`config.mk`:
```
export PLATFORM = sky130hd
export DESIGN_NAME = seq_restoring_divider_flat
export DESIGN_NICKNAME = d
export VERILOG_FILES = /design/src/rtl/seq_restoring_divider_if.sv /design/src/rtl/seq_restoring_divider.sv /design/src/flat_wrapper.sv
export SDC_FILE = /design/constraint.sdc
export NUM_CORES = 1
export LEC_CHECK = 0
export CAP_MARGIN = 25
export CORE_MARGIN = 2
export CORE_UTILIZATION = 45
export DETAILED_ROUTE_END_ITERATION = 8
export GPL_ROUTABILITY_DRIVEN = 0
export MAX_ROUTING_LAYER = met4
export PLACE_DENSITY = 0.72
export SLEW_MARGIN = 20
export SYNTH_ARGS = -nofsm -noshare
export SYNTH_HDL_FRONTEND = slang
export SYNTH_SLANG_ARGS = --single-unit
```
`constraint.sdc`:
```
create_clock -name clk -period 2.2 [get_ports clk]
set_clock_uncertainty 0.15 [all_clocks]
set_input_delay 0.22 -clock clk [delete_from_list [all_inputs] [get_ports clk]]
set_output_delay 0.22 -clock clk [all_outputs]
set_load 0.02 [all_outputs]
```
`src/rtl/seq_restoring_divider_if.sv`:
```
// Handshake/result bundle for seq_restoring_divider.
//   master: drives start/dividend/divisor, observes busy/done and the results.
//   slave : the divider itself.
//   Signals: start, dividend[DIVIDEND_W], divisor[DIVISOR_W] (requester -> divider);
//            busy, done, quotient[DIVIDEND_W], remainder[DIVISOR_W], div_by_zero
//            (divider -> requester).
interface seq_restoring_divider_if #(
    parameter int unsigned DIVIDEND_W = 8,
    parameter int unsigned DIVISOR_W  = 4
);
    logic                  start;
    logic [DIVIDEND_W-1:0] dividend;
    logic [DIVISOR_W-1:0]  divisor;
    logic                  busy;
    logic                  done;
    logic [DIVIDEND_W-1:0] quotient;
    logic [DIVISOR_W-1:0]  remainder;
    logic                  div_by_zero;

    modport master (
        output start, dividend, divisor,
        input  busy, done, quotient, remainder, div_by_zero
    );

    modport slave (
        input  start, dividend, divisor,
        output busy, done, quotient, remainder, div_by_zero
    );
endinterface

```
`src/rtl/seq_restoring_divider.sv`:
```
// Unsigned sequential restoring divider, one quotient bit per clock, MSB first.
//   clk   : rising-edge clock
//   rst_n : asynchronous active-low reset, aborts any division in flight
//   bus   : slave side of seq_restoring_divider_if (start/operands in; busy, done pulse,
//           quotient, remainder, div_by_zero out)
// A zero divisor is answered straight from idle with a one-cycle done, quotient all ones.
module seq_restoring_divider #(
    parameter int unsigned DIVIDEND_W = 8,
    parameter int unsigned DIVISOR_W  = 4
) (
    input logic                  clk,
    input logic                  rst_n,
    seq_restoring_divider_if.slave bus
);
    localparam int unsigned CntW = $clog2(DIVIDEND_W);

    typedef enum logic {StIdle, StRun} state_e;

    state_e                state_q, state_d;
    logic [DIVIDEND_W-1:0] dvd_q, dvd_d;
    logic [DIVISOR_W-1:0]  dsr_q, dsr_d;
    logic [DIVISOR_W-1:0]  acc_q, acc_d;
    logic [DIVIDEND_W-1:0] q_q, q_d;
    logic [CntW-1:0]       cnt_q, cnt_d;
    logic [DIVIDEND_W-1:0] quotient_q, quotient_d;
    logic [DIVISOR_W-1:0]  remainder_q, remainder_d;
    logic                  dbz_q, dbz_d;
    logic                  done_q, done_d;

    // One restoring step on the current partial remainder.
    logic [DIVISOR_W:0]    part;
    logic [DIVISOR_W:0]    diff;
    logic                  qbit;
    logic [DIVISOR_W-1:0]  acc_step;
    logic [DIVIDEND_W-1:0] q_step;

    always_comb begin
        part     = {acc_q, dvd_q[DIVIDEND_W-1]};
        diff     = part - {1'b0, dsr_q};
        qbit     = (part >= {1'b0, dsr_q});
        acc_step = qbit ? diff[DIVISOR_W-1:0] : part[DIVISOR_W-1:0];
        q_step   = {q_q[DIVIDEND_W-2:0], qbit};
    end

    always_comb begin
        state_d     = state_q;
        dvd_d       = dvd_q;
        dsr_d       = dsr_q;
        acc_d       = acc_q;
        q_d         = q_q;
        cnt_d       = cnt_q;
        quotient_d  = quotient_q;
        remainder_d = remainder_q;
        dbz_d       = dbz_q;
        done_d      = 1'b0;

        unique case (state_q)
            StIdle: begin
                if (bus.start) begin
                    if (bus.divisor != '0) begin
                        dvd_d   = bus.dividend;
                        dsr_d   = bus.divisor;
                        acc_d   = '0;
                        q_d     = '0;
                        cnt_d   = '0;
                        state_d = StRun;
                    end else begin
                        done_d      = 1'b1;
                        dbz_d       = 1'b1;
                        quotient_d  = '1;
                        remainder_d = '0;
                    end
                end
            end
            StRun: begin
                dvd_d = dvd_q << 1;
                acc_d = acc_step;
                q_d   = q_step;
                cnt_d = cnt_q + 1'b1;
                if (cnt_q == CntW'(DIVIDEND_W - 1)) begin
                    quotient_d  = q_step;
                    remainder_d = acc_step;
                    dbz_d       = 1'b0;
                    done_d      = 1'b1;
                    state_d     = StIdle;
                end
            end
            default: state_d = StIdle;
        endcase
    end

    always_ff @(posedge clk or negedge rst_n) begin
        if (!rst_n) begin
            state_q     <= StIdle;
            dvd_q       <= '0;
            dsr_q       <= '0;
            acc_q       <= '0;
            q_q         <= '0;
            cnt_q       <= '0;
            quotient_q  <= '0;
            remainder_q <= '0;
            dbz_q       <= 1'b0;
            done_q      <= 1'b0;
        end else begin
            state_q     <= state_d;
            dvd_q       <= dvd_d;
            dsr_q       <= dsr_d;
            acc_q       <= acc_d;
            q_q         <= q_d;
            cnt_q       <= cnt_d;
            quotient_q  <= quotient_d;
            remainder_q <= remainder_d;
            dbz_q       <= dbz_d;
            done_q      <= done_d;
        end
    end

    assign bus.busy        = (state_q == StRun);
    assign bus.done        = done_q;
    assign bus.quotient    = quotient_q;
    assign bus.remainder   = remainder_q;
    assign bus.div_by_zero = dbz_q;
endmodule

```
`src/flat_wrapper.sv`:
```
// flat-port wrapper written by rule: the top's interface ports become plain ports
module seq_restoring_divider_flat 
#(
    parameter int unsigned DIVIDEND_W = 8,
    parameter int unsigned DIVISOR_W  = 4
)
  (clk, rst_n, bus_start, bus_dividend, bus_divisor, bus_busy, bus_done, bus_quotient, bus_remainder, bus_div_by_zero);
  seq_restoring_divider_if #(.DIVIDEND_W(DIVIDEND_W), .DIVISOR_W(DIVISOR_W)) bus_i ();
  input logic clk;
  input logic rst_n;
  input wire logic [$bits(bus_i.start)-1:0] bus_start;
  input wire logic [$bits(bus_i.dividend)-1:0] bus_dividend;
  input wire logic [$bits(bus_i.divisor)-1:0] bus_divisor;
  output wire logic [$bits(bus_i.busy)-1:0] bus_busy;
  output wire logic [$bits(bus_i.done)-1:0] bus_done;
  output wire logic [$bits(bus_i.quotient)-1:0] bus_quotient;
  output wire logic [$bits(bus_i.remainder)-1:0] bus_remainder;
  output wire logic [$bits(bus_i.div_by_zero)-1:0] bus_div_by_zero;
  assign bus_i.start = bus_start;
  assign bus_i.dividend = bus_dividend;
  assign bus_i.divisor = bus_divisor;
  assign bus_busy = bus_i.busy;
  assign bus_done = bus_i.done;
  assign bus_quotient = bus_i.quotient;
  assign bus_remainder = bus_i.remainder;
  assign bus_div_by_zero = bus_i.div_by_zero;
  seq_restoring_divider #(.DIVIDEND_W(DIVIDEND_W), .DIVISOR_W(DIVISOR_W)) u_core (.clk(clk), .rst_n(rst_n), .bus(bus_i));
endmodule
```
==> out/results.ini <==
[worst_setup_path]
reg2reg_depth = 6
startpoint = u_core.acc_q[1]
path_max_fanout = 4
end_kind = flip-flop
critPathRequiredTime_ps = 2270
cp-start-kind = flip-flop
timing.rr.start = u_core.acc_q[1]
critPathKind = reg2reg
cp.arrival_ps = 2140

[sta]
final-setup-viol-count = 0
min_period_ps = 2070
layout_worst_path_cycle_share = 0.939
hold_viol_final = 0
timing.hold.ws_ps = 340
max-slew-margin-rel = 0.403
rsz0062_at_grt = false
report.final.slew_viol_count = 0
max_freq_mhz = 484
worst_pin_slew_ps = 896

[synthesis]
synth_edf_count = 0
syn_area_um2 = 1870
seq_area_frac_synth = 0.547
synth_nets = 194
avgSynthCellArea_um2 = 10.9
ys_ff_latch = 41
netlist_instances = 172
synth-main-ff-cell = dfrtp_1
yosysUniqueCellTypes = 32
async_flop_share = 1.00
synth_warnings = 0

[clock_network]
cts.sinks = 41
clock_path_buffers = 2
root_buffer = clkbuf_8
htreeDepth = 2
cts_tree = yes
clk_pin_slew_ps = 80
worstSkewPairLatency_ps = 300
numCtsBuffers = 5

[final_layout]
layoutNonFillerInstCount = 259
layout_commonest_cell = dfrtp_1
n_antenna_cell = 0
drive_above_1_share = 0.158
area_delta_synth_final_pct = 25.3
final_cell_mix = 41 x dfrtp_1, 28 x clkdlybuf4s50_1, 20 x nand2_1
nets = 230

[power]
power_density_nw_per_um2 = 1520
internal-power_mw = 2.16
clock_power_share = 0.135
power.share.combinational = 0.503
leakagePower_nw = 1.06
switching_power_mw = 1.41
p_seq_frac = 0.362
ir_drop_v = 0.000743
fin_total_pwr_mw = 3.57
netSwitchingFraction = 0.395

[grt]
grt_pass1_vias = 1454
grt_overflow = 0
grtUsageTotal = 0.197
grt_max_degree = 42
grt_pass1_wl_mm = 6.53
antenna_found_initial = 0

[route]
drt_iter0_markers = 75
via_per_inst = 5.39
drtAntennaViolNets = 0
routedWlPerCell_um = 15.1
via_count = 1395
dr.pass1.iters = 4
drcViolationCount = 0
finalWirelength_mm = 3.90

[floorplanning]
die-area_um2 = 4700
initial_utilization = 0.469
core_um2 = 4000
num_rows = 23
die_w_um = 68.5
die_h_um = 68.5
pin_count = 30

[worst_hold_path]
hold_class = reg2reg
hold_depth = 1
min_from = u_core.bus.quotient[5]

[placement]
placed_cells = 248
dp_hpwl_mm = 2.71
portBuffers = 29

[flow_run]
cap_violations = 0

[outcome]
status = finished clean

metal layers:
metal | global-route usage | up-vias | wire length [µm]
met5 | - | - | 0
met3 | 0.0584 | 7 | 139
met4 | 0.0750 | 0 | 82
li1 | - | 669 | -
met1 | 0.229 | 692 | 1700
met2 | 0.321 | 27 | 1990
path summary, 6_finish.rpt:
path | endpoint | slack [ps]
min reg2reg | u_core.bus.quotient[5] | 340
max in group asynchronous | u_core.dsr_q[0] | 900
max | u_core.acc_q[0] | 130
min | u_core.bus.quotient[5] | 340
max reg2reg | u_core.acc_q[0] | 130
min in group asynchronous | u_core.q_q[3] | 440
worst max-delay path: stages, from the launching register on:
cell and delay, ps:
dfrtp_1 410, ha_2 340, a21oi_2 200, o21ai_2 110, a21boi_2 260, mux2_2 390, o21ai_0 140
final cells by class:
cell class / instances / area [µm²]
clock buffer: 5 / 68.8
tap: 50 / 62.6
fill: 328 / 1650
sequential: 41 / 1030
clock inverter: 3 / 17.5
multi-input combinational: 111 / 768
inverter: 12 / 45.0
timing repair buffer: 37 / 360
synthesized netlist by cell type, types with 2 or more instances:
library cell  instances  area, µm²
ha_1                  6       75.1
nor2_1               10       37.5
o22ai_1               5       31.3
nand3_1               7       35.0
o22a_2                5       50.1
buf_6                 2       22.5
inv_1                12       45.0
o21ai_0              17       85.1
nand2_1              20       75.1
clkbuf_1              6       22.5
a31oi_1               3       18.8
nor2_2                2       12.5
a21oi_1               2       10.0
mux2_2                3       33.8
mux2i_1              14        140
dfrtp_1              41       1030
o21ai_1               2       10.0
kinds of logic after synthesis:
| logic type | Yosys count | share of synthesized area |
|---|---|---|
| AOI/OAI and AO/OA | 39 | 0.138 |
| xor gates and xnor gates | 1 | 0.00467 |
| adders and majority gates | 7 | 0.0507 |
| buffers and inverters | 20 | 0.0481 |
| DFF | 41 | 0.547 |
| muxes | 17 | 0.0928 |
| and+or+nand+nor | 47 | 0.119 |
stage by stage:
step                setup TNS [ps]  utilization  worst slack, ps  cell area [µm²]
global placement                 0        0.557             88.4             2230
floorplan                        0            -              161             1870
finish                           0        0.587              134             2350
CTS                              0        0.584             62.7             2330
global route                     0        0.587             48.3             2350
detailed placement            -122        0.557            -46.7             2230
power by group through the flow:
stage	Combinational (mW)	Sequential, mW	Clock [mW]
4_1_cts	1.74	1.29	0.494
3_5_place_dp	1.69	1.31	0
3_3_place_gp	1.60	1.29	0
6_report	1.79	1.29	0.482
2_1_floorplan	1.02	1.40	0
5_1_grt	1.97	1.33	0.532
registers in the layout, indices dropped and copies added, names as in the netlist, 3 cells and up:
name and flops:
u_core.dsr_q 4, u_core.bus.quotient 8, u_core.cnt_q 3, u_core.q_q 7
u_core.dvd_q 8, u_core.bus.remainder 4, u_core.acc_q 4
what timing repair did:
action                                  4_1_cts  5_1_grt
pin swaps                                     1        2
endpoints found under the hold margin        41        0
endpoints found under the setup margin        6        6
resized for setup                             1        2
setup buffers                                 1        1
hold buffers                                  1        0
Power figures use the tool's default switching activity.
==> RTL edit, RTL diff (same flow settings) <==
Take the reset off `dsr_q` and load it in a clocked block of its own.
--- a/src/rtl/seq_restoring_divider.sv
+++ b/src/rtl/seq_restoring_divider.sv
@@ -93,7 +93,6 @@
         if (!rst_n) begin
             state_q     <= StIdle;
             dvd_q       <= '0;
-            dsr_q       <= '0;
             acc_q       <= '0;
             q_q         <= '0;
             cnt_q       <= '0;
@@ -104,7 +103,6 @@
         end else begin
             state_q     <= state_d;
             dvd_q       <= dvd_d;
-            dsr_q       <= dsr_d;
             acc_q       <= acc_d;
             q_q         <= q_d;
             cnt_q       <= cnt_d;
@@ -115,6 +113,10 @@
         end
     end
 
+    always_ff @(posedge clk) begin
+        dsr_q <= dsr_d;
+    end
+
     assign bus.busy        = (state_q == StRun);
     assign bus.done        = done_q;
     assign bus.quotient    = quotient_q;
Behaviour: no difference found for any inputs over 10 cycles, from zero or initial values and one cycle with rst_n low; that may be too few to reach the edited logic, so the function may still have changed.
==> RTL edit against the unedited design <==
  * Critical endpoint is now u_core.acc_q[1]
  * Global-route usage down 1.1 points
  * Sequential cell count stayed put
  * Total power decreased by 1.9%
  * Routed wire length is 5.7% lower
  * Non-clock buffer count rose by 1
  * Clock power up 37%
  * Cell area rose by 3.0%
  * Setup slack better by 0.0071 ns
  * Cell count unchanged
  * Synthesized area about the same
==> RTL edit: results (changes against the unedited design) <==
* Synth Area in Adders at 0.0508 (was 0.0507)
* Invs w/o clock at 15 (was 12)
* Global-route wire length before repair at 6180 µm (was 6530 µm)
* Power per Cell Area at 1450 nW/µm² (was 1520 nW/µm²)
* Post-synthesis compound-gate area fraction at 0.124 (was 0.138)
* Met2 usage at 0.300 (was 0.321)
* IO buf count at 29 (unchanged)
* Non-clk buf share at 0.153 (about the same)
* Global Route met3 Usage at 0.0390 (was 0.0584)
* Worst skew pair latency at 0.29 ns
* Repair and plain buffers at 38 (was 37)
* Area taken by multi-input logic gates at 756 µm² (was 768 µm²)
* Sequential fraction of the synthesis area at 0.558 (was 0.547)
* Vias in the first global route at 1386 (was 1454)
* Fill cells at 340 (was 328)
* Largest net degree at the start of global routing at 38 (was 42)
* Drt first-iter violations at 118 (was 75)
* Status: finished, final reports clean (unchanged)
* Placed Area at 2250 µm² (was 2230 µm²)
* WL met1 at 1560 µm (was 1700 µm)
* Multi-In Gates at 107 (was 111)
* Reg2Reg Depth at 7 (was 6)
* Max Freq at 486 MHz (was 484 MHz)
* Placed wire-length estimate at 2600 µm (was 2710 µm)
* Final hold slack at 0.188 ns (was 0.340 ns)
* DP Worst Slack at -0.0147 ns (was -0.0467 ns)
* Fraction of area in registers at 0.432 (was 0.437)
* FF-to-FF setup slack at 0.14 ns
* Clock buffers at 6 (was 5)
* Seq_cells at 41 (unchanged)
* Synth Area in XOR/XNOR at 0.00468 (was 0.00467)
* M1 GR Usage at 0.226 (was 0.229)
* Crit path capture: u_core.acc_q[1] (was u_core.acc_q[0])
* Syn Nets at 193 (was 194)
* Post-synth top cells: dfrtp_1 (37), nand2_1 (17), inv_1 (15) (was dfrtp_1 (41), nand2_1 (20), o21ai_0 (17))
* Synthesized area per cell at 11.0 µm² (was 10.9 µm²)
* Ranking of synthesized cells by area: dfrtp_1 (49%), mux2i_1 (7.5%), edfxtp_1 (6.4%) (was dfrtp_1 (55%), mux2i_1 (7.5%), o21ai_0 (4.5%))
* First-pass iteration count of the detailed router at 4 (unchanged)
* H-Tree Depth at 2 (unchanged)
* Clk cell area share at 0.0533 (was 0.0368)
* Distinct cell type count after synthesis at 34 (was 32)
* Max IR drop VDD at 0.000624 V (was 0.000743 V)
* Worst EP arrival at 2.12 ns (was 2.14 ns)
* Net Sw Frac at 0.362 (was 0.395)
* GRT Util Overall at 0.185 (was 0.197)
* Die Wd at 68.5 µm (about the same)
* Routed vias/inst at 5.23 (was 5.39)
* Multiplexer share of the synthesized area at 0.0868 (was 0.0928)
* Detailed Route WL at 3680 µm (was 3900 µm)
* Worst Max-Slew Pin Slew at 0.459 ns (was 0.896 ns)
* Ys async rst share at 0.902 (was 1.00)
* Setup CP Type: reg2reg (unchanged)
* Static leakage at 1.09 nW (was 1.06 nW)
* HP Class: in2async (was reg2reg)
* WL met3 at 172 µm (was 139 µm)
* EDFF count, synth at 4 (was 0)
* Placed instance count at 250 (was 248)
* DR WL met2 at 1910 µm (was 1990 µm)
[RTL edit: cell count changes after synthesis, moves of 2 or more]
cell	before	now
a31oi_1	3	6
dfrtp_1	41	37
edfxtp_1	0	4
inv_1	12	15
nand2_1	20	17
nor2_2	2	4
o21ai_0	17	14
o22a_2	5	2
[RTL edit: worst max-delay path: stages, from the launching register on]
cell,delay (ns)
dfrtp_1,0.45
ha_4,0.28
buf_4,0.15
nand2_1,0.08
o21ai_2,0.08
a21boi_2,0.26
mux2_2,0.38
o21ai_0,0.15
[RTL edit: power groups by stage]
stage | Sequential, mW | Combinational [mW] | Clock, mW
floorplan | 1.39 | 0.827 | 0
global placement | 1.27 | 1.43 | 0
detailed placement | 1.29 | 1.49 | 0
CTS | 1.27 | 1.53 | 0.673
global route | 1.32 | 1.73 | 0.712
finish | 1.28 | 1.56 | 0.662
[RTL edit: logic make-up after synthesis]
family | after synthesis
fa+ha+maj | 7
flops | 41
simple gates | 47
buf+inv | 23
compound gates | 36
xor+xnor | 1
mux | 16
